## src/rtl/cpu_pkg.sv

```systemverilog
// Shared CPU datapath types: ALU operand widths, op encodings, writeback entry.
// Pure declarations; no timing or flow control of its own.
package cpu_pkg;

    localparam int DATA_W = 32;
    localparam int REG_AW = 5;

    typedef enum logic [2:0] {
        OP_OR  = 3'd0,
        OP_AND = 3'd1,
        OP_XOR = 3'd2,
        OP_ADD = 3'd3,
        OP_SUB = 3'd4,
        OP_MUL = 3'd5
    } alu_op_e;

    typedef struct packed {
        logic [REG_AW-1:0] rd;
        logic [DATA_W-1:0] data;
    } wb_entry_t;

endpackage

```

## src/rtl/alu_wb_queue_if.sv

```systemverilog
// Bundle of ALU-result input, register-file write port and forwarding query.
// Valid/ready on both the input and the writeback side; forwarding is combinational.
interface alu_wb_queue_if #(
    parameter int DATA_W = cpu_pkg::DATA_W,
    parameter int REG_AW = cpu_pkg::REG_AW,
    parameter int DEPTH  = 4
);
    localparam int CNT_W = $clog2(DEPTH) + 1;

    logic              flush;
    logic              in_valid;
    logic              in_ready;
    logic [REG_AW-1:0] in_rd;
    logic [DATA_W-1:0] in_data;
    logic              wb_valid;
    logic              wb_ready;
    logic [REG_AW-1:0] wb_addr;
    logic [DATA_W-1:0] wb_data;
    logic [REG_AW-1:0] fwd_addr;
    logic              fwd_hit;
    logic [DATA_W-1:0] fwd_data;
    logic [CNT_W-1:0]  count;

    modport master (
        output flush, in_valid, in_rd, in_data, wb_ready, fwd_addr,
        input  in_ready, wb_valid, wb_addr, wb_data, fwd_hit, fwd_data, count
    );

    modport slave (
        input  flush, in_valid, in_rd, in_data, wb_ready, fwd_addr,
        output in_ready, wb_valid, wb_addr, wb_data, fwd_hit, fwd_data, count
    );

endinterface

```

## src/rtl/wb_queue_mem.sv

```systemverilog
// DEPTH x wb_entry_t register array: one write port, one read port, and a parallel
// rd-compare vector for the forward search. Write lands on the next edge; reads are combinational.
module wb_queue_mem
    import cpu_pkg::*;
#(
    parameter int DEPTH = 4,
    parameter int PTR_W = $clog2(DEPTH)
) (
    input  logic              clk,
    input  logic              we,
    input  logic [PTR_W-1:0]  waddr,
    input  wb_entry_t         wdata,
    input  logic [PTR_W-1:0]  raddr,
    output wb_entry_t         rdata,
    input  logic [REG_AW-1:0] fwd_addr,
    output logic [DEPTH-1:0]  match,
    output wb_entry_t         entries [DEPTH]
);

    wb_entry_t mem [DEPTH];

    // Storage needs no reset: occupancy is tracked by the controller's count.
    always_ff @(posedge clk) begin
        if (we) begin
            mem[waddr] <= wdata;
        end
    end

    assign rdata = mem[raddr];

    always_comb begin
        for (int i = 0; i < DEPTH; i++) begin
            match[i]   = (mem[i].rd == fwd_addr);
            entries[i] = mem[i];
        end
    end

endmodule

```

## src/rtl/alu_wb_queue.sv

```systemverilog
// In-order queue from ALU result to register-file write port, with youngest-match forwarding.
// Latency 1 cycle in to wb_valid; a full queue still accepts when the head drains the same cycle.
module alu_wb_queue
    import cpu_pkg::*;
#(
    parameter int DATA_W = cpu_pkg::DATA_W,
    parameter int REG_AW = cpu_pkg::REG_AW,
    parameter int DEPTH  = 4
) (
    input  logic       clk,
    input  logic       rst_n,
    alu_wb_queue_if.slave bus
);

    localparam int PTR_W = $clog2(DEPTH);
    localparam int CNT_W = $clog2(DEPTH) + 1;

    logic [PTR_W-1:0] wr_ptr;
    logic [PTR_W-1:0] rd_ptr;
    logic [CNT_W-1:0] count;
    logic             push;
    logic             pop;
    logic             empty;
    wb_entry_t        wdata;
    wb_entry_t        head;
    wb_entry_t        entries [DEPTH];
    logic [DEPTH-1:0] match;

    assign empty        = (count == '0);
    assign bus.wb_valid = !empty;
    assign pop          = bus.wb_valid && bus.wb_ready;
    assign bus.in_ready = (count < CNT_W'(DEPTH)) || pop;
    // r0 writes are accepted but never stored; flush drops any same-cycle enqueue.
    assign push         = bus.in_valid && bus.in_ready && (bus.in_rd != '0) && !bus.flush;
    assign bus.count    = count;

    assign wdata.rd   = bus.in_rd;
    assign wdata.data = bus.in_data;

    wb_queue_mem #(.DEPTH(DEPTH), .PTR_W(PTR_W)) u_mem (
        .clk      (clk),
        .we       (push),
        .waddr    (wr_ptr),
        .wdata    (wdata),
        .raddr    (rd_ptr),
        .rdata    (head),
        .fwd_addr (bus.fwd_addr),
        .match    (match),
        .entries  (entries)
    );

    assign bus.wb_addr = empty ? '0 : head.rd;
    assign bus.wb_data = empty ? '0 : head.data;

    always_ff @(posedge clk or negedge rst_n) begin
        if (!rst_n) begin
            wr_ptr <= '0;
            rd_ptr <= '0;
            count  <= '0;
        end else if (bus.flush) begin
            wr_ptr <= '0;
            rd_ptr <= '0;
            count  <= '0;
        end else begin
            if (push) begin
                wr_ptr <= wr_ptr + 1'b1;
            end
            if (pop) begin
                rd_ptr <= rd_ptr + 1'b1;
            end
            if (push && !pop) begin
                count <= count + 1'b1;
            end else if (pop && !push) begin
                count <= count - 1'b1;
            end
        end
    end

    // Walk oldest to youngest so the last match (youngest) wins.
    always_comb begin
        logic [PTR_W-1:0] idx;
        bus.fwd_hit  = 1'b0;
        bus.fwd_data = '0;
        idx          = '0;
        for (int k = 0; k < DEPTH; k++) begin
            idx = rd_ptr + PTR_W'(k);
            if ((k < int'(count)) && match[idx] && (bus.fwd_addr != '0)) begin
                bus.fwd_hit  = 1'b1;
                bus.fwd_data = entries[idx].data;
            end
        end
    end

endmodule

```

## src/flat_wrapper.sv

```systemverilog
// flat-port wrapper written by rule: the top's interface ports become plain ports
module alu_wb_queue_flat import cpu_pkg::*;
#(
    parameter int DATA_W = cpu_pkg::DATA_W,
    parameter int REG_AW = cpu_pkg::REG_AW,
    parameter int DEPTH  = 4
)
  (clk, rst_n, bus_flush, bus_in_valid, bus_in_rd, bus_in_data, bus_wb_ready, bus_fwd_addr, bus_in_ready, bus_wb_valid, bus_wb_addr, bus_wb_data, bus_fwd_hit, bus_fwd_data, bus_count);
  alu_wb_queue_if #(.DATA_W(DATA_W), .REG_AW(REG_AW), .DEPTH(DEPTH)) bus_i ();
  input  logic clk;
  input  logic rst_n;
  input wire logic [$bits(bus_i.flush)-1:0] bus_flush;
  input wire logic [$bits(bus_i.in_valid)-1:0] bus_in_valid;
  input wire logic [$bits(bus_i.in_rd)-1:0] bus_in_rd;
  input wire logic [$bits(bus_i.in_data)-1:0] bus_in_data;
  input wire logic [$bits(bus_i.wb_ready)-1:0] bus_wb_ready;
  input wire logic [$bits(bus_i.fwd_addr)-1:0] bus_fwd_addr;
  output wire logic [$bits(bus_i.in_ready)-1:0] bus_in_ready;
  output wire logic [$bits(bus_i.wb_valid)-1:0] bus_wb_valid;
  output wire logic [$bits(bus_i.wb_addr)-1:0] bus_wb_addr;
  output wire logic [$bits(bus_i.wb_data)-1:0] bus_wb_data;
  output wire logic [$bits(bus_i.fwd_hit)-1:0] bus_fwd_hit;
  output wire logic [$bits(bus_i.fwd_data)-1:0] bus_fwd_data;
  output wire logic [$bits(bus_i.count)-1:0] bus_count;
  assign bus_i.flush = bus_flush;
  assign bus_i.in_valid = bus_in_valid;
  assign bus_i.in_rd = bus_in_rd;
  assign bus_i.in_data = bus_in_data;
  assign bus_i.wb_ready = bus_wb_ready;
  assign bus_i.fwd_addr = bus_fwd_addr;
  assign bus_in_ready = bus_i.in_ready;
  assign bus_wb_valid = bus_i.wb_valid;
  assign bus_wb_addr = bus_i.wb_addr;
  assign bus_wb_data = bus_i.wb_data;
  assign bus_fwd_hit = bus_i.fwd_hit;
  assign bus_fwd_data = bus_i.fwd_data;
  assign bus_count = bus_i.count;
  alu_wb_queue #(.DATA_W(DATA_W), .REG_AW(REG_AW), .DEPTH(DEPTH)) u_core (.clk(clk), .rst_n(rst_n), .bus(bus_i));
endmodule
```

## config.mk

```make
export PLATFORM = sky130hd
export DESIGN_NAME = alu_wb_queue_flat
export DESIGN_NICKNAME = d
export VERILOG_FILES = /design/src/rtl/cpu_pkg.sv /design/src/rtl/alu_wb_queue_if.sv /design/src/rtl/wb_queue_mem.sv /design/src/rtl/alu_wb_queue.sv /design/src/flat_wrapper.sv
export SDC_FILE = /design/constraint.sdc
export NUM_CORES = 1
export LEC_CHECK = 0
export ABC_AREA = 0
export CAP_MARGIN = 20
export CORE_MARGIN = 2
export CORE_UTILIZATION = 40
export DETAILED_ROUTE_END_ITERATION = 16
export GPL_TIMING_DRIVEN = 0
export PLACE_DENSITY = 0.64
export SLEW_MARGIN = 10
export SYNTH_ARGS = -nofsm -noshare
export SYNTH_HDL_FRONTEND = slang
export SYNTH_SLANG_ARGS = --single-unit
```

## constraint.sdc

```tcl
create_clock -name clk -period 4.9 [get_ports clk]
set_input_delay 0.49 -clock clk [delete_from_list [all_inputs] [get_ports clk]]
set_output_delay 0.49 -clock clk [all_outputs]
set_load 0.02 [all_outputs]
```

== Yosys cells after proc, flatten, opt, wreduce, memory -nomap -nowiden ==
Memories as Yosys holds them, arrays and structs flattened.
Index checks and enable logic that the tools add are counted.
Word-level totals
  bits in writable memories: 148
  word-level logic and storage cells: 95
  bits in read-only memories: 0
  bits in registers: 7
  bits in latches: 0
  memories kept: 1
  output and inout port bits: 75
Cells by class
  add/sub/neg operators: 6
  $lt $le $gt $ge: 13
  reductions and logical operators: 25
  equal/unequal tests: 4
  bitwise gates (word level): 4
  multiply operators: 0
  muxes and demuxes: 39
  shift-type cells: 0
  divide/modulo/power cells: 0
Memories
  u_core.u_mem.mem: words 4, width 37, rd ports 5, clocked after Yosys merged registers in 0, write ports 1, line wb_queue_mem.sv:20  | wb_entry_t mem [DEPTH];
Operator list (number)
  32-bit two-way mux: 13
  37-bit binary-select mux with 2-bit select: 4
  5-bit equality test: 4
  1-bit logical AND: 14
  3-bit greater-or-equal comparator (second input constant): 4
  2-bit by 3-bit < comparator with 1-bit output (second input constant): 4
  2-bit NOT with 3-bit output: 4
  1-bit two-way mux: 10
  5-bit nonzero test: 2
  3-bit two-way mux: 3
  1-bit binary-select mux with 2-bit select: 4
  2-bit two-way mux: 4
  1-bit by 3-bit < comparator with 1-bit output (first input constant): 2
  2-bit by 3-bit < comparator with 1-bit output (first input constant): 2
  5-bit two-way mux: 1
  2-bit by 1-bit adder with 2-bit output (second input constant): 2
  2-bit adder (second input constant): 2
  1-bit zero test: 4
  2-bit nonzero test: 2
  3-bit by 1-bit adder with 3-bit output (second input constant): 1
  3-bit zero test: 1
  3-bit < comparator (second input constant): 1
  3-bit nonzero test: 1
  3-bit by 1-bit subtractor with 3-bit output (second input constant): 1
  1-bit logical OR: 1

== Longest topological paths before layout ==
Gate-level depths: netlist of the first run.
  depth after elaboration: 12
  depth in mapped cells: 10
  depth with buffers taken out: 8

== Cells and area by module ==
From an unflattened synthesis of the first run, not the netlist that was laid out.
Second synthesis, totals
  cell total of the unflattened synthesis: 854
  area, all modules: 10137.2 um^2
Modules (own cells, without submodules)
  wb_queue_mem: seq. area each 4444.3 um^2, area each 5647.9 um^2, instances 1, cells an instance 228
  alu_wb_queue: seq. area each 175.2 um^2, area each 4489.3 um^2, instances 1, cells an instance 626

== Least setup slack after synthesis of the first run ==
Ideal clock, no wire load.
  path type: in2out
  start: input bus_fwd_addr[0]
  end: output bus_fwd_data[0]
  path slack: 1652 ps
  data required time: 4410 ps
  data arrival time: 2758 ps
  stages: 9
  cell sequence: buf_6 > nor2b_1 > a2111o_1 > nor3_1 > a21oi_1 > a2111oi_4 > buf_4 > a211oi_1 > a211oi_1
On the way
  word-level cells in the longest chain between the ends: 9
  elaborated cells on any way between the ends: 25
  classes of those cells: 4 x eq/ne; 12 x mux; 9 x reduce/logical
Ends and longest elaborated chain
  start, declared: line flat_wrapper.sv:17  | input wire logic [$bits(bus_i.fwd_addr)-1:0] bus_fwd_addr;
  5-bit equality test: line wb_queue_mem.sv:33  | match[i] = (mem[i].rd == fwd_addr);
  1-bit binary-select mux with 2-bit select: line alu_wb_queue.sv:87  | if ((k < int'(count)) && match[idx] && (bus.fwd_addr != '0)) begin
  1-bit two-way mux (implied by the code): line alu_wb_queue.sv:87
  1-bit logical AND (2 in a row): line alu_wb_queue.sv:87
  32-bit two-way mux (3 in a row): line alu_wb_queue.sv:87
  32-bit two-way mux *: line alu_wb_queue.sv:87
  end, declared: line flat_wrapper.sv:23  | output wire logic [$bits(bus_i.fwd_data)-1:0] bus_fwd_data;
Mark *: on every way between the ends. The rest lies on a longest branch, timed or not. The select of a mux whose other input is x is not followed.

== Worst setup path after layout of the first run ==
  start: register u_core.rd_ptr[1]
  end: output bus_fwd_data[28]
On the way
  word-level cells in the longest chain between the ends: 8
  elaborated cells on any way between the ends: 39
  classes of those cells: 3 x add/sub; 24 x mux; 4 x bitwise; 8 x reduce/logical
Ends and longest elaborated chain
  start, declared: line alu_wb_queue.sv:19  | logic [PTR_W-1:0] rd_ptr;
  start signal, assigned: line alu_wb_queue.sv:69  | rd_ptr <= rd_ptr + 1'b1;
  2-bit by 1-bit adder with 2-bit output (tied with other cells): line alu_wb_queue.sv:86  | idx = rd_ptr + PTR_W'(k);
  2-bit NOT with 3-bit output (implied by the code) (tied with other cells): line alu_wb_queue.sv:89  | bus.fwd_data = entries[idx].data;
  37-bit binary-select mux with 2-bit select (tied with other cells): line alu_wb_queue.sv:89
  32-bit two-way mux (implied by the code) or 1-bit logical AND (tied branches): line alu_wb_queue.sv:89, alu_wb_queue.sv:87
  32-bit two-way mux (implied by the code) (tied with other cells): line alu_wb_queue.sv:89
  32-bit two-way mux (2 in a row): line alu_wb_queue.sv:87
  32-bit two-way mux *: line alu_wb_queue.sv:87
Marked as above.

==> flow_metrics.env, run 1 <==
export IMPL_nets=1056
export IMPL_fin_crit_ns=4.72
export IMPL_vias=7607
export IMPL_nFillCells=2115
export IMPL_synth_fa_ha_area_share_pct=1.04
export IMPL_rows=56
export IMPL_critPathKind="reg -> out"
export IMPL_muxShareOfSynthArea_pct=15.2
export IMPL_yosys_area_top_type="edfxtp_1"
export IMPL_r2r_start="u_core.rd_ptr[0]$_DFFE_PN0P_"
export IMPL_power_density_nw_per_um2=511
export IMPL_seq_area_frac_synth_pct=48.2
export IMPL_layout_setup_ws_ns=0.176
export IMPL_globalRouteMet3Util_pct=4.55
export IMPL_io_pins=122
export IMPL_htreeDepth=4
export IMPL_final_util_pct=50.3
export IMPL_drive_gt1_share_pct=15.4
export IMPL_rr_endpoint="u_core.rd_ptr[1]$_DFFE_PN0P_"
export IMPL_clock_latency_ns=0.44
export IMPL_postSynthCellCount=862
export IMPL_dp_slack_ns=0.338
export IMPL_maxSlewViolCount=0
export IMPL_drc_errors=0
export IMPL_syn_area_um2=9580
export IMPL_die_y_um=159
export IMPL_wl_per_cell_um=21.6
export IMPL_ctsHoldBuffers=0
export IMPL_synth_xor_xnor_area_share_pct=1.92
export IMPL_synth_main_ff_cell="edfxtp_1"
export IMPL_worst_r2r_setup_slack_ns=1.98
export IMPL_setup_tns_ns=0
export IMPL_power_leakage_uw=0.00393
export IMPL_r2r_cells=7
export IMPL_synthToLayoutAreaGrowth_pct=23.3
export IMPL_viasPerCell=5.71
export IMPL_cpMostUsedCell="buf_2"
export IMPL_setup_viol=0
export IMPL_post_route_period_util_pct=96.4
export IMPL_max_vdd_ir_drop_mv=0.361
export IMPL_critPathSlowestCell="clkdlybuf4s50_1"
export IMPL_place_congestion=0.850
export IMPL_track_usage_pct=22.6
export IMPL_startpoint_type="register"
export IMPL_cts_tree="yes"
export IMPL_syn_nets=917
export IMPL_synth_compound_area_share_pct=18.4
export IMPL_post_cts_resized=0
export IMPL_ys_top_cells_by_area="edfxtp_1, mux2i_1, mux2_2, nand2_1, a2111oi_4"
export IMPL_cts_path_max_buffers=2
export IMPL_cts_sinks=155
export IMPL_max_cap_violations=0
export IMPL_drt_iter0_drc=773
export IMPL_hold_viol=0
export IMPL_relSlewSlack_pct=36.2
export IMPL_synth_edf_count=148
export IMPL_ys_ff_latch=155
export IMPL_cp_max_fo=10
export IMPL_core_area_um2=23500
export IMPL_dp_hpwl_um=19700
export IMPL_crit_path_max_incr_delay_ns=0.69
export IMPL_grt_ovfl_total=0
export IMPL_synthArstFlopShare_pct=4.52
export IMPL_initial_core_util_pct=40.8
export IMPL_drt_total_wl_um=28800
export IMPL_max_freq_mhz=212
export IMPL_grt_max_degree=28
export IMPL_cp_top_family="buffers and inverters"
export IMPL_first_pass_iters=5
export IMPL_cts_clk_slew_worst_paths_ns=0.06
export IMPL_final_common_cell="edfxtp_1"
export IMPL_status="finished clean"
export IMPL_antenna_found_initial=0
export IMPL_post_cts_buffers=0
export IMPL_numPortBuffers=116
export IMPL_worstPathCellList="clkbuf_1 > buf_2 > buf_2 > buf_1 > mux2i_1 > nand2_1 > a21oi_1 > o31ai_2 > clkdlybuf4s50_1"
export IMPL_synth_top_area_share_pct=46.4
export IMPL_cp_num_buf_inv=5
export IMPL_dieArea_um2=25200
export IMPL_use_met1_pct=29.2
export IMPL_antenna_left=0
export IMPL_met2_usage_pct=38.0
export IMPL_grt_busiest_layer="met2"
export IMPL_rsz0062_at_grt="false"
export IMPL_cts_made_buffers=17
export IMPL_cts_root_buf="clkbuf_16"
export IMPL_grt_pass1_vias=7682
export IMPL_synth_top_family_by_area="compound AO/OA/AOI/OAI gates"
export IMPL_grt_pass1_wl_um=43900
export IMPL_synthSimpleGateAreaFrac_pct=10.3
export IMPL_antennaDiodeCount=0
export IMPL_hp_class="in -> async"
export IMPL_worstMarginPinSlew_ns=0.956
export IMPL_yosys_warnings=0
export IMPL_critPathRequiredTime_ns=4.41
export IMPL_fp_dieW_um=159
export IMPL_final_cell_mix="edfxtp_1, nand2_1, clkdlybuf4s50_1, mux2i_1, a21oi_1"
export IMPL_endpoint_kind="output port"
export IMPL_skew_ns=0.0101
export IMPL_syn_avg_cell_area_um2=11.1
export IMPL_synth_cell_types=47
export IMPL_crit_arrival_ns=4.23
[registers in the layout (all words and copies together) (netlist names)]
name / flops
u_core.rd_ptr: 2
u_core.wr_ptr: 2
u_core.u_mem.mem: 148
u_core.bus.count: 3
[power by group]
| group | leakage, uW | switching, uW | total (uW) | internal (uW) |
|---|---|---|---|---|
| Clock | 0.000275 | 567 | 1320 | 757 |
| Combinational | 0.00221 | 1910 | 3120 | 1210 |
| Sequential | 0.00144 | 52.0 | 1590 | 1540 |
| Total | 0.00393 | 2530 | 6040 | 3510 |
[final cells by class]
type	count	area (um^2)	share of cell area, %
timing repair buffer	120	1240	10.5
sequential	155	4620	39.1
clock buffer	17	425	3.60
buffer	71	339	2.87
multi-input combinational	602	4500	38.1
tap	319	399	3.38
inverter	34	128	1.08
clock inverter	15	164	1.39
[metrics by stage]
step	power, uW	area (um^2)	hold slack, ns	cells
2_1_floorplan	3460	9580	0.194	862
3_3_place_gp	4680	11100	0.573	1297
3_5_place_dp	4710	11200	0.603	1301
4_1_cts	6030	11800	0.314	1333
5_1_grt	6310	11800	0.320	1333
6_report	6040	11800	0.312	1333
[kinds of logic after synthesis]
| kind of cell | count (synthesis) |
|---|---|
| AOI/OAI and AO/OA | 214 |
| xor gates and xnor gates | 21 |
| adders and majority gates | 8 |
| buffers and inverters | 105 |
| DFF | 155 |
| muxes | 134 |
| and+or+nand+nor | 225 |
[how the worst max path moves through the flow]
stage | from | end | slack, ns | cells after the start
floorplan | bus_fwd_addr[0] | bus_fwd_data[0] | 1.65 | 9
global placement | bus_fwd_addr[2] | bus_fwd_data[25] | 0.33 | 10
detailed placement | bus_fwd_addr[2] | bus_fwd_data[25] | 0.34 | 10
CTS | u_core.rd_ptr[1]$_DFFE_PN0P_ | bus_fwd_data[28] | 0.22 | 9
global route | u_core.rd_ptr[1]$_DFFE_PN0P_ | bus_fwd_data[28] | 0.05 | 9
finish | u_core.rd_ptr[1]$_DFFE_PN0P_ | bus_fwd_data[28] | 0.18 | 9
[synth_stat cells (2+ instances only)]
cell type / n
dfrtp_1: 7
or4_1: 2
o31ai_2: 20
buf_6: 3
or3_1: 3
and2_1: 24
mux2i_1: 85
clkbuf_1: 44
nor2b_1: 10
o21ai_0: 27
buf_2: 15
nor3_1: 8
buf_4: 4
ha_1: 8
a21oi_1: 46
nand3_1: 4
a211oi_2: 9
a2111oi_0: 2
o2111ai_1: 3
xnor2_1: 21
nand2_1: 122
nand2b_1: 5
buf_1: 4
mux4_2: 5
a2111oi_4: 10
a211oi_1: 34
inv_1: 32
mux2_2: 44
edfxtp_1: 148
o22ai_1: 32
nor2_1: 44
a2111o_1: 2
o211ai_1: 21
[layer usage]
layer	wire [um]	part of all wire, %
met4	697	2.4
met2	13700	47
met5	0	0
met1	12400	43
met3	2060	7.1
Note: power is estimated with default switching activity, not from simulation.
==> run 2, diff against run 1 <==
Settings changed: ABC_CLOCK_PERIOD_IN_PS from default to 4900, SLEW_MARGIN 10 to default.
==> flow_metrics.env, run 2 (same netlist as run 1, synthesis figures left out) <==
export IMPL_vias=7689
export IMPL_seq_area_um2=4620
export IMPL_regMostFlops="u_core.u_mem.mem"
export IMPL_wl_per_cell_um=21.5
export IMPL_critPathKind="reg -> out"
export IMPL_worstMarginPinSlew_ns=0.881
export IMPL_cts_path_max_buffers=2
export IMPL_setup_tns_ns=0
export IMPL_antennaDiodeCount=0
export IMPL_r2r_start="u_core.rd_ptr[0]$_DFFE_PN0P_"
export IMPL_crit_path_max_incr_delay_ns=0.68
export IMPL_endpoint_kind="output port"
export IMPL_antenna_left=0
export IMPL_maxSlewViolCount=0
export IMPL_cpMostUsedCell="buf_2"
export IMPL_ctsHoldBuffers=0
export IMPL_cp_num_buf_inv=5
export IMPL_finalNonFillerCells=1333
export IMPL_hold_viol=0
export IMPL_grt_pass1_wl_um=44100
export IMPL_power_leakage_uw=0.00394
export IMPL_power_density_nw_per_um2=514
export IMPL_hp_class="in -> async"
export IMPL_io_pins=122
export IMPL_max_freq_mhz=214
export IMPL_max_vdd_ir_drop_mv=0.313
export IMPL_fin_crit_ns=4.68
export IMPL_first_pass_iters=5
export IMPL_setup_viol=0
export IMPL_grt_ovfl_total=0
export IMPL_core_area_um2=23500
export IMPL_skew_ns=0.00777
export IMPL_numPortBuffers=116
export IMPL_drt_total_wl_um=28700
export IMPL_cts_root_buf="clkbuf_16"
export IMPL_largest_reg_flops=148
export IMPL_synthToLayoutAreaGrowth_pct=23.6
export IMPL_worstPathCellList="clkbuf_1 > buf_2 > buf_2 > buf_1 > mux2i_1 > nand2_1 > a21oi_1 > o31ai_2 > clkdlybuf4s50_1"
export IMPL_post_cts_resized=0
export IMPL_initial_core_util_pct=40.8
export IMPL_met2_usage_pct=37.7
export IMPL_post_cts_buffers=0
export IMPL_fp_dieW_um=159
export IMPL_cp_top_family="buffers and inverters"
export IMPL_dp_hpwl_um=19800
export IMPL_final_cell_mix="edfxtp_1, nand2_1, clkdlybuf4s50_1, mux2i_1, a21oi_1"
export IMPL_critPathSlowestCell="clkdlybuf4s50_1"
export IMPL_reg_top3="u_core.u_mem.mem x148, u_core.bus.count x3"
export IMPL_cts_sinks=155
export IMPL_grt_busiest_layer="met2"
export IMPL_status="finished clean"
export IMPL_cts_tree="yes"
export IMPL_place_inst=1301
export IMPL_antenna_found_initial=0
export IMPL_rsz0062_at_grt="false"
export IMPL_max_cap_violations=0
export IMPL_nFillCells=2125
export IMPL_startpoint_type="register"
export IMPL_globalRouteMet3Util_pct=4.15
export IMPL_track_usage_pct=22.6
export IMPL_drt_iter0_drc=758
export IMPL_crit_arrival_ns=4.19
export IMPL_multi_input_area_um2=4500
export IMPL_grt_max_degree=30
export IMPL_startpoint="u_core.rd_ptr[1]$_DFFE_PN0P_"
export IMPL_post_route_period_util_pct=95.5
export IMPL_rows=56
export IMPL_nets=1056
export IMPL_place_congestion=0.850
export IMPL_critPathRequiredTime_ns=4.41
export IMPL_cts_made_buffers=17
export IMPL_dieArea_um2=25200
export IMPL_use_met1_pct=29.9
export IMPL_grt_pass1_vias=7695
export IMPL_drive_gt1_share_pct=15.4
export IMPL_relSlewSlack_pct=41.2
export IMPL_die_y_um=159
export IMPL_cp_max_fo=10
export IMPL_cts_clk_slew_worst_paths_ns=0.06
export IMPL_final_common_cell="edfxtp_1"
export IMPL_htreeDepth=4
export IMPL_clock_latency_ns=0.43
export IMPL_drc_errors=0
export IMPL_viasPerCell=5.77
==> run 2: changes by cell type in the layout (fill, tap and decap cells not counted), sizes merged <==
| cell | delta |
|---|---|
| clkinvlp | -1 |
| bufinv | +1 |
==> run 2: cell type report <==
type	count	area share, %
buffer	71	2.86
clock buffer	17	3.59
clock inverter	15	1.60
inverter	34	1.08
multi-input combinational	602	38.0
sequential	155	39.0
tap	319	3.37
timing repair buffer	120	10.5
==> run 2: routing by layer <==
layer	vias to the layer above	share of wire, %
met5	-	0
met4	0	1.8
met3	39	7.3
met2	381	48
met1	3772	43
li1	3497	-
==> run 2: report_power, final <==
group / switching (uW) / total [uW] / internal (uW)
clock network: 561 / 1370 / 811
logic: 1910 / 3120 / 1210
registers: 53.2 / 1590 / 1540
==> run 2: final timing paths <==
| path | cells after the start | endpoint | slack, ns |
|---|---|---|---|
| worst max-delay path | 9 | bus_fwd_data[28] | 0.22 |
| min in group clk | 2 | u_core.wr_ptr[1]$_DFFE_PN0P_ | 0.42 |
| worst min register to register | 2 | u_core.wr_ptr[1]$_DFFE_PN0P_ | 0.61 |
| worst max register to register | 7 | u_core.rd_ptr[1]$_DFFE_PN0P_ | 1.92 |
| max in group asynchronous | 1 | u_core.rd_ptr[1]$_DFFE_PN0P_ | 4.34 |
| worst min-delay path | 1 | u_core.bus.count[0]$_DFFE_PN0P_ | 0.32 |
==> run 2: metrics by stage <==
stage	setup slack (ns)	area (um^2)	hold WS, ns	util (%)	total power (uW)
2_1_floorplan	1.65	9580	0.194	-	3460
3_3_place_gp	0.333	11100	0.573	47.5	4680
3_5_place_dp	0.353	11200	0.602	47.8	4710
4_1_cts	0.252	11800	0.318	50.4	6080
5_1_grt	0.0861	11800	0.327	50.4	6370
6_report	0.220	11800	0.322	50.4	6090
==> run 2: worst register-to-register path, delay by kind of cell (launching register included) <==
family | cells | cell delay [ns]
AND/OR/NAND/NOR | 2 | 0.19
flip-flops | 1 | 0.33
XOR/XNOR | 1 | 0.16
buffers and inverters | 4 | 2.18
==> run 3, diff against run 2 <==
Settings changed: ABC_AREA 0 to 1, CORE_UTILIZATION 40 to 32, PLACE_DENSITY 0.64 to 0.54.
==> flow_metrics.env, run 3 <==
export IMPL_reg_top3="u_core.u_mem.mem x148, u_core.bus.count x3"
export IMPL_endpoint_kind="output port"
export IMPL_post_cts_buffers=0
export IMPL_cp_max_fo=10
export IMPL_p_clk_share_pct=18.9
export IMPL_max_cap_violations=0
export IMPL_critPathRequiredTime_ns=4.41
export IMPL_drt_iter0_drc=798
export IMPL_fp_dieW_um=180
export IMPL_numPortBuffers=120
export IMPL_initial_core_util_pct=32.5
export IMPL_track_usage_pct=20.2
export IMPL_critPathKind="reg -> out"
export IMPL_seq_area_frac_synth_pct=46.7
export IMPL_power_switching_uw=2900
export IMPL_antenna_found_initial=0
export IMPL_intPower_uw=3570
export IMPL_fin_crit_ns=3.94
export IMPL_syn_area_um2=9900
export IMPL_netlist_top_cells_count="nand2_1, nor2_1, edfxtp_1"
export IMPL_grt_ovfl_total=0
export IMPL_ys_ff_latch=155
export IMPL_place_congestion=0.892
export IMPL_hold_ws_ns=0.341
export IMPL_status="finished clean"
export IMPL_ctsHoldBuffers=0
export IMPL_maxSlewViolCount=0
export IMPL_largest_reg_flops=148
export IMPL_vias=9132
export IMPL_drc_errors=0
export IMPL_max_freq_mhz=254
export IMPL_wl_per_cell_um=18.1
export IMPL_cts_tree="yes"
export IMPL_syn_nets=1312
export IMPL_p_comb_share_pct=56.5
export IMPL_rows=64
export IMPL_first_pass_iters=6
export IMPL_startpoint_type="register"
export IMPL_power_frac_seq_pct=24.6
export IMPL_crit_arrival_ns=3.45
export IMPL_max_vdd_ir_drop_mv=0.302
export IMPL_cts_root_buf="clkbuf_16"
export IMPL_drive_gt1_share_pct=7.29
export IMPL_final_util_pct=40.2
export IMPL_cts_path_max_buffers=2
export IMPL_synth_edf_count=148
export IMPL_rsz0062_at_grt="false"
export IMPL_skew_ns=0.00632
export IMPL_dieArea_um2=32400
export IMPL_hold_viol=0
export IMPL_nets=1455
export IMPL_synth_cell_types=36
export IMPL_core_area_um2=30500
export IMPL_nFillCells=3090
export IMPL_cts_clk_slew_worst_paths_ns=0.06
export IMPL_synth_most_common_cell="nand2_1"
export IMPL_htreeDepth=4
export IMPL_use_met1_pct=26.9
export IMPL_met2_usage_pct=32.7
export IMPL_drt_total_wl_um=32800
export IMPL_setup_viol=0
export IMPL_synthToLayoutAreaGrowth_pct=23.8
export IMPL_grt_busiest_layer="met2"
export IMPL_yosys_warnings=0
export IMPL_postSynthCellCount=1257
export IMPL_post_cts_resized=0
export IMPL_syn_avg_cell_area_um2=7.88
export IMPL_relSlewSlack_pct=42.8
export IMPL_io_pins=122
export IMPL_die_y_um=180
export IMPL_grt_pass1_vias=8818
export IMPL_worstMarginPinSlew_ns=0.857
export IMPL_swShare_pct=44.8
export IMPL_globalRouteMet3Util_pct=3.36
export IMPL_regMostFlops="u_core.u_mem.mem"
export IMPL_final_common_cell="nand2_1"
export IMPL_final_cell_mix="nand2_1, nor2_1, edfxtp_1, o21ai_0, inv_1"
export IMPL_power_leakage_uw=0.00517
export IMPL_grt_max_degree=24
export IMPL_synth_top_area_share_pct=44.9
export IMPL_post_route_period_util_pct=80.4
export IMPL_hp_class="in -> async"
export IMPL_cts_sinks=155
export IMPL_ys_top_cells_by_area="edfxtp_1, nand2_1, nor2_1, o21ai_0, mux2i_1"
export IMPL_cts_made_buffers=17
export IMPL_grt_pass1_wl_um=50100
export IMPL_viasPerCell=5.05
export IMPL_dp_hpwl_um=23800
export IMPL_clock_latency_ns=0.42
export IMPL_synthArstFlopShare_pct=4.52
export IMPL_antenna_left=0
export IMPL_antennaDiodeCount=0
export IMPL_synth_main_ff_cell="edfxtp_1"
export IMPL_yosys_area_top_type="edfxtp_1"
export IMPL_power_density_nw_per_um2=528
## run 3: cell count changes in the layout (fill, tap and decap cells not counted), moves of 20 or more
| cell | delta |
|---|---|
| mux2_2 | -44 |
| o31ai_2 | -20 |
| o21ai_1 | +42 |
| o22ai_1 | -29 |
| o21ai_0 | +104 |
| a21oi_1 | -40 |
| inv_1 | +95 |
| nor2_1 | +131 |
| nand2_1 | +226 |
| clkbuf_1 | -20 |
| and2_1 | -20 |
| mux2i_1 | -21 |
| nand3_1 | +44 |
| a211oi_1 | -34 |
## run 3: critical path, cell delays in order (launching register included)
cell             delay (ns)
dfrtp_1                0.49
inv_1                  0.27
buf_2                  0.28
clkbuf_1               0.43
buf_2                  0.39
nand2_1                0.08
o21ai_0                0.09
nor2_1                 0.07
nor2_1                 0.09
nand2_1                0.06
nand2_1                0.13
clkdlybuf4s50_1        0.63
## run 3: worst paths after layout
check,startpoint,endpoint,cells past startpoint,slack [ns]
worst max-delay path,u_core.rd_ptr[1]$_DFFE_PN0P_,bus_fwd_data[30],11,0.96
worst min-delay path,rst_n,u_core.bus.count[0]$_DFFE_PN0P_,1,0.34
worst max register to register,u_core.bus.count[0]$_DFFE_PN0P_,u_core.u_mem.mem[3][9]$_DFFE_PP_,8,1.90
worst min register to register,u_core.bus.count[2]$_DFFE_PN0P_,u_core.bus.count[2]$_DFFE_PN0P_,1,0.56
min in group clk,u_core.bus.count[2]$_DFFE_PN0P_,u_core.bus.count[2]$_DFFE_PN0P_,1,0.56
max in group asynchronous,rst_n,u_core.rd_ptr[1]$_DFFE_PN0P_,1,4.30
## run 3: layer usage
metal	part of all wire, %	vias up	wire, um
met1	44	4258	14500
li1	-	4451	-
met3	6.2	63	2040
met4	3.1	0	1030
met2	46	360	15200
met5	0	-	0
## run 3: logic make-up (layout without fill, tap and decap cells)
family,Yosys count,in the layout,share of synthesized area (%)
AOI/OAI and AO/OA,221,221,12.2
xor gates and xnor gates,5,5,0.442
adders and majority gates,8,8,1.01
buffers and inverters,213,369,9.62
DFF,155,155,46.7
muxes,64,64,6.47
and+or+nand+nor,591,591,23.6
## run 3: through the flow
stage / total power [uW] / instances / instance area [um^2] / TNS (ns) / setup WS [ns]
floorplan: 3730 / 1257 / 9900 / 0 / 1.20
global placement: 5210 / 1773 / 11600 / -43.56 / -0.397
detailed placement: 5250 / 1777 / 11700 / 0 / 1.06
CTS: 6480 / 1809 / 12300 / 0 / 1.03
global route: 6860 / 1809 / 12300 / 0 / 0.778
finish: 6470 / 1809 / 12300 / 0 / 0.959
## run 3: area by class of cell
cell class,instances,area [um^2],share of cell area (%)
sequential,155,4620,37.7
multi-input combinational,889,4360,35.6
timing repair buffer,124,1300,10.6
inverter,137,517,4.21
tap,396,495,4.04
clock buffer,21,440,3.59
buffer,76,435,3.55
clock inverter,11,98.8,0.806
## run 3: power groups by stage
stage          clock network (uW)  registers [uW]  logic, uW
3_5_place_dp                    0            1620       3630
2_1_floorplan                   0            1630       2100
5_1_grt                      1300            1600       3960
6_report                     1220            1590       3660
3_3_place_gp                    0            1630       3580
4_1_cts                      1240            1590       3640
